`src/rtl/mul_pkg.sv`:
```
// Shared constants for the shift-and-add multiplier: controller state encoding
// and datapath geometry.
package mul_pkg;

    // Controller state encoding
    localparam logic [1:0] ST_IDLE = 2'd0;
    localparam logic [1:0] ST_RUN  = 2'd1;
    localparam logic [1:0] ST_DONE = 2'd2;

    // Operand width (must match the partial-product adder) and index of the
    // final iteration.
    localparam int MUL_WIDTH     = 32;
    localparam int MUL_LAST_ITER = 31;

endpackage

```
`src/rtl/binary_adder_subtractor_32_bit.sv`:
```
// 32-bit adder/subtractor used as the partial-product adder.
// cin = 0 : s = a + b
// cin = 1 : s = a + ~b + 1  (i.e. a - b)
// cout is the carry out of bit 31 of that sum.
module binary_adder_subtractor_32_bit (
    input  logic [31:0] a,
    input  logic [31:0] b,
    input  logic        cin,
    output logic [31:0] s,
    output logic        cout
);

    logic [31:0] b_eff;
    logic [32:0] sum;

    // Invert b when subtracting; cin supplies the +1 of the two's complement
    assign b_eff = cin ? ~b : b;
    assign sum   = {1'b0, a} + {1'b0, b_eff} + {32'd0, cin};

    assign s    = sum[31:0];
    assign cout = sum[32];

endmodule

```
`src/rtl/shift_add_multiplier_32_bit.sv`:
```
// Sequential radix-2 shift-and-add multiplier, 32x32 -> 64-bit product.
// One multiplication in flight; 32 iterations, always run to completion.
//
// Handshakes: a transfer happens on a rising clk edge where valid and ready
// are both high. in_ready is high only in IDLE; out_valid is high only in
// DONE, where product is held stable until out_valid & out_ready.
//
// Optional feature: define SIGNED_MODE_EN for two's-complement operands and
// product (last iteration subtracts the multiplicand). Undefined: unsigned.
module shift_add_multiplier_32_bit
    import mul_pkg::*;
#(
    parameter int WIDTH = MUL_WIDTH,  // only 32 is supported (adder width)
    parameter int CNT_W = 6           // 2**CNT_W must exceed WIDTH
) (
    input  logic                 clk,
    input  logic                 rst,
    input  logic                 in_valid,
    output logic                 in_ready,
    input  logic [WIDTH-1:0]     mcand,
    input  logic [WIDTH-1:0]     mplier,
    output logic                 out_valid,
    input  logic                 out_ready,
    output logic [2*WIDTH-1:0]   product
);

    logic [1:0]       state;
    logic [WIDTH-1:0] hi;
    logic [WIDTH-1:0] lo;
    logic [WIDTH-1:0] mc_r;
    logic [CNT_W-1:0] cnt;

    logic [WIDTH-1:0] adder_a;
    logic [WIDTH-1:0] adder_b;
    logic             adder_cin;
    logic [WIDTH-1:0] adder_s;
    logic             adder_cout;
    logic             sub_step;
    logic             shin;
    logic             last_iter;

    assign last_iter = (cnt == CNT_W'(MUL_LAST_ITER));

`ifdef SIGNED_MODE_EN
    logic b_eff_msb;

    // Final iteration subtracts: the multiplier's MSB carries negative weight
    assign sub_step  = (state == ST_RUN) && last_iter;
    // Sign of the 33-bit sum a + b_eff + cin, so the shifted-in bit never overflows
    assign b_eff_msb = adder_b[WIDTH-1] ^ adder_cin;
    assign shin      = adder_a[WIDTH-1] ^ b_eff_msb ^ adder_cout;
`else
    // Unsigned: the carry is the 33rd bit of the partial sum
    assign sub_step  = 1'b0;
    assign shin      = adder_cout;
`endif

    // Adder operands come straight from the registers
    assign adder_a   = hi;
    assign adder_b   = lo[0] ? mc_r : '0;
    assign adder_cin = sub_step;

    binary_adder_subtractor_32_bit u_addsub (
        .a    (adder_a),
        .b    (adder_b),
        .cin  (adder_cin),
        .s    (adder_s),
        .cout (adder_cout)
    );

    // Controller: IDLE -> RUN (32 iterations) -> DONE -> IDLE
    always_ff @(posedge clk or posedge rst) begin
        if (rst) begin
            state <= ST_IDLE;
        end else begin
            case (state)
                ST_IDLE: if (in_valid) state <= ST_RUN;
                ST_RUN:  if (last_iter) state <= ST_DONE;
                ST_DONE: if (out_ready) state <= ST_IDLE;
                default: state <= ST_IDLE;
            endcase
        end
    end

    // Datapath: load operands on accept, then add-and-shift once per cycle
    always_ff @(posedge clk or posedge rst) begin
        if (rst) begin
            hi   <= '0;
            lo   <= '0;
            mc_r <= '0;
            cnt  <= '0;
        end else begin
            if (state == ST_IDLE && in_valid) begin
                mc_r <= mcand;
                lo   <= mplier;
                hi   <= '0;
                cnt  <= '0;
            end else if (state == ST_RUN) begin
                hi  <= {shin, adder_s[WIDTH-1:1]};
                lo  <= {adder_s[0], lo[WIDTH-1:1]};
                cnt <= cnt + CNT_W'(1);
            end
        end
    end

    assign in_ready  = (state == ST_IDLE);
    assign out_valid = (state == ST_DONE);
    assign product   = {hi, lo};

endmodule
```
`config.mk`:
```
export PLATFORM = sky130hd
export DESIGN_NAME = shift_add_multiplier_32_bit
export DESIGN_NICKNAME = d
export VERILOG_FILES = /design/src/rtl/mul_pkg.sv /design/src/rtl/binary_adder_subtractor_32_bit.sv /design/src/rtl/shift_add_multiplier_32_bit.sv
export SDC_FILE = /design/constraint.sdc
export NUM_CORES = 1
export LEC_CHECK = 0
export ABC_AREA = 1
export CORE_MARGIN = 2
export CORE_UTILIZATION = 25
export CTS_CLUSTER_SIZE = 14
export DETAILED_ROUTE_END_ITERATION = 6
export GPL_TIMING_DRIVEN = 0
export PLACE_DENSITY = 0.53
export SYNTH_ARGS = -nofsm -noshare
export SYNTH_HDL_FRONTEND = slang
export SYNTH_SLANG_ARGS = --single-unit
```
`constraint.sdc`:
```
create_clock -name clk -period 4.2 [get_ports clk]
set_input_delay 0.84 -clock clk [delete_from_list [all_inputs] [get_ports clk]]
set_output_delay 0.84 -clock clk [all_outputs]
set_load 0.1 [all_outputs]
```
# == Word-level counts from Yosys, hierarchy flattened ==
# Cells that the tools add are included.
# totals
register_bits,104
in_bits,68
out_inout_bits,66
word_cells,28
# classes
n_addsub,2
n_eq_ne,6
muxes,11
reduce_logical,4
# ops
cell,count
$mux 32,5
$add 32x32->33,1
$mux 6,2
$add 6x1->6 const B,1
$eq 6x5->1 const B,1
$mux 2,3
$pmux 2 s3,1
$ne 2x2->1 const B,2
$reduce_and 3->1,1
$eq 2x1->1 const B,1
$eq 2x2->1 const B,1
$logic_not 2->1,1
$ne 2x1->1 const B,1
$reduce_bool 2->1,1
$logic_and 1x1->1,1

# == Logic depth before layout (Yosys ltp) ==
# depth
word_depth,4
depth_mapped,18
ltp_nobuf,16

# == Modules after synthesis ==
# Synthesis repeated with hierarchy kept, for this count alone.
# hier_totals
cells_unflattened,1052
area_unflattened_um2,7115.6
# modules_own_cells
mod,instances,cells_each,area_per_inst_um2,seq_area_each_um2
shift_add_multiplier_32_bit,1,568,4488.1,2602.5
binary_adder_subtractor_32_bit,1,484,2627.5,0.0

# == Worst setup path before layout ==
# Ideal clock, no wire load.
# synth_timing
kind,register to register
from,register lo[0]
to,register hi[27] (netlist: adder_a[27])
setup_time_ns,0.120
arrival_ns,2.878
required_ns,4.080
path_slack_ns,1.202
stages_incl_launch_ff,18
n_path_buf,2
period_less_slack_ns,2.998
path_cell_list,dfrtp_1 -> clkbuf_1 -> clkbuf_1 -> nand2_1 -> inv_1 -> ha_1 -> inv_1 -> fa_1 -> inv_1 -> nand3_1 -> nand3_1 -> nand3_1 -> nand3_1 -> nand2_1 -> nand2_1 -> nand2_1 -> nand3_1 -> nand2_1
# synth_via
elab_chain_len,4
# synth_lines
item,line_no,rtl
"start, declared",shift_add_multiplier_32_bit.sv:29,logic [WIDTH-1:0] lo;
"start signal, assigned",shift_add_multiplier_32_bit.sv:95,lo <= mplier;
"start signal, assigned",shift_add_multiplier_32_bit.sv:100,"lo <= {adder_s[0], lo[WIDTH-1:1]};"
$mux 32,shift_add_multiplier_32_bit.sv:60,assign adder_b = lo[0] ? mc_r : '0;
$add 32x32->33,binary_adder_subtractor_32_bit.sv:18,"assign sum = {1'b0, a} + {1'b0, b_eff} + {32'd0, cin};"
$mux 32,shift_add_multiplier_32_bit.sv:98,end else if (state == ST_RUN) begin
$mux 32,shift_add_multiplier_32_bit.sv:93,if (state == ST_IDLE && in_valid) begin
"end signal, assigned",shift_add_multiplier_32_bit.sv:99,"hi <= {shin, adder_s[WIDTH-1:1]};"
"end, declared",shift_add_multiplier_32_bit.sv:28,logic [WIDTH-1:0] hi;
# No other way between the ends. The select of a mux whose other input is x is not followed.
# A chain may end at the register's enable or synchronous reset.

# == Final worst setup path ==
# layout_timing
from,register lo[0]
to,register hi[31] (netlist: adder_a[31])
# The elaborated chain is that of the path after synthesis.

==> out/qor.txt <==
R2R Setup Slk: 980 ps
IO Port Bufs: 133
Core ar.: 27,000 sq um
largest net degree at the start of global routing: 62
grt ovf: 0
fin cells: 1,527
crit-path max FO: 10
crit share post-route: 0.768
DRT Pass-1 Iters: 7
worst path required time: 4500 ps
cts bufs inserted: 9
sequential area share after synthesis: 0.379
Slew headroom: 0.307
Cells after Synth: 1,036
WHS Path Cells: 2
Max Slew Vio Count: 0
worst hold path class: reg2reg
post-DP HPWL: 17.4 mm
Chip Height: 170 um
Final Hold Viols: 0
layout cell share with drive strength beyond 1: 0.0565
vias in the first global route: 6,597
Syn. warnings: 0
Cell Area, Placed: 8660 sq um
diodes inserted: 0
Skew-Pair Late Insertion Delay: 370 ps
CTS root buf: clkbuf_16
clock tree buffer depth: 2
Yosys top cell area share: 0.379
CP endpoint kind: flip-flop
endpoints failing setup: 0
Endpoint, Worst Hold: mc_r[21]
synthesized area: 6870 sq um
CP Launch Type: flip-flop
unique cell type count in the Yosys netlist: 40
wire length per cell: 14.2 um
RSZ-0062 raised after global routing: false
Hold Path Origin: mc_r[21]
post-route ant nets: 0
Syn Nets: 1,138
Post-Place Setup Slack: 969 ps
FP Rows: 60
Worst-path clk slew: 80 ps
Setup Fix Bufs, Post-CTS: 0
Syn Area/Cell: 6.63 sq um
status: finished, final reports clean
reg-to-reg endpoint: adder_a[31]
synth top area cells: dfrtp_1 38%, nand2_1 25%, inv_1 9.9%
Synth area leader: dfrtp_1
arrival time worst endpoint: 3520 ps
Worst Tran Pin Value: 1040 ps
Max-cap violations: 0
initial antenna violation count: 0
Via Count: 6,641
Layout Skew: 18.7 ps
CTS H-tree lvls: 3
total track usage: 0.156
initial core utilization: 0.255
Critical R2R Launch: lo[0]
final worst path period need: 3220 ps
leakage: 4.91 nW
CTS sink count: 104
Post-layout nets: 1,283
post-CTS sizing: 0
final WL: 21.6 mm
Crit Path Category: reg2reg
die area: 28,800 sq um
vias per cell: 4.35
area growth from synthesis to layout: 30.7%
Pwr Density: 850 nW/um^2
Hold-fix buffers, CTS: 0
Inst Count DP: 1,511
Placer Congestion: 0.936
Async S/R FF share, synth: 1.00
CTS tree: built
post-route DRC violation count: 0
Die W: 170 um
Ports: 134
Setup WS post-layout: 975 ps
Seq cells post-synth: 104
first-pass GRT wire length: 35.3 mm
1st-iter DRT viols: 334
Reg2Reg Depth: 18
Post-synth EDFFs: 0
fmax: 0.310 GHz
Primary FF master, synth: dfrtp_1
Worst IR Drop VDD: 582 uV
Tot Pwr: 7.63 mW
Finished Cell Area: 8980 sq um
-- final cells by class --
class | instances | area (sq um)
Fill cell | 2918 | 18000
Inverter | 195 | 734
Clock inverter | 7 | 97.6
Clock buffer | 9 | 225
Tap cell | 341 | 427
Timing Repair Buffer | 134 | 1360
Multi-Input combinational cell | 709 | 3400
Buffer | 28 | 133
Sequential cell | 104 | 2600
-- registers in the layout, indices dropped and copies added, names as in the netlist --
register	cells
lo	32
state	2
cnt	6
adder_a	32
mc_r	32
-- where the power goes --
| part | switching [mW] | internal, mW | leakage [nW] | total (mW) |
|---|---|---|---|---|
| logic | 3.66 | 1.29 | 3.44 | 4.95 |
| clock network | 0.456 | 0.481 | 0.155 | 0.937 |
| registers | 0.302 | 1.44 | 1.32 | 1.74 |
| total | 4.42 | 3.21 | 4.91 | 7.63 |
-- per-stage QoR --
step / util / hold slack, ps / setup TNS [ps]
6_report: 0.333 / 483 / 0
5_1_grt: 0.333 / 499 / 0
4_1_cts: 0.333 / 485 / 0
3_5_place_dp: 0.321 / 469 / 0
3_3_place_gp: 0.320 / 462 / -133670
2_1_floorplan: - / 446 / 0
-- per-layer routing --
layer,vias to the layer above,GRT usage,wire [um]
met3,14,0.0345,1100
li1,3468,-,-
met2,137,0.259,9830
met1,3022,0.208,10400
met5,-,0,0
met4,0,0.0357,306
-- how the worst max path moves through the flow --
stage	from	to	slack, ps	cells past startpoint
finish	lo[0]	adder_a[31]	980	18
global route	lo[0]	adder_a[31]	630	18
CTS	lo[0]	adder_a[31]	930	18
detailed placement	lo[0]	adder_a[31]	970	18
global placement	rst	mc_r[8]	-1300	2
floorplan	rst	adder_a[0]	630	1
-- cell families (layout without fill, tap and decap cells) --
family	count (synthesis)	in the layout	share of synthesized area
AOI/OAI and AO/OA	89	89	0.0867
adders and majority gates	34	34	0.0630
buffers and inverters	223	373	0.126
DFF	104	104	0.379
and+or+nand+nor	586	586	0.345
-- worst max-delay path: stages, from the launching register on --
cell,delay [ps]
dfrtp_1,360
clkbuf_1,280
clkbuf_1,500
nand2_1,100
inv_1,80
ha_1,230
inv_1,70
fa_1,360
inv_1,130
nand3_1,90
nand3_1,170
nand2_1,80
nand2_1,160
nand3_1,90
nand2_1,170
nand2_1,80
nand2_1,70
nand2_1,50
nand2_1,90
-- synth_stat cells, types with 3 or more instances --
cell	count
ha_1	33
inv_1	181
nor2_2	6
nor2_1	44
clkbuf_1	13
o21ai_0	7
nand2_2	7
nand3_1	45
nand2_1	462
dfrtp_1	104
o21ai_1	12
nor3_1	5
a21oi_1	27
inv_2	13
o221ai_1	30
buf_2	13
or2_1	3
-- cells in the final DEF (no fill, tap or decap), drive strengths merged, types with 2 or more instances in the layout --
cell type	synthesis	layout
nand4	2	2
a21oi	27	27
nand2	469	469
clkbuf	13	22
clkinv	1	4
nand3	47	47
buf	15	16
o21ai	19	19
a32o	2	2
and2	2	2
dfrtp	104	104
ha	33	33
o221ai	30	30
nor3	6	6
or2	6	6
nor2	52	52
clkdlybuf4s50	0	133
inv	194	196
o21bai	2	2
nand3b	2	2
o211ai	2	2
(Power assumes the default switching activity.)
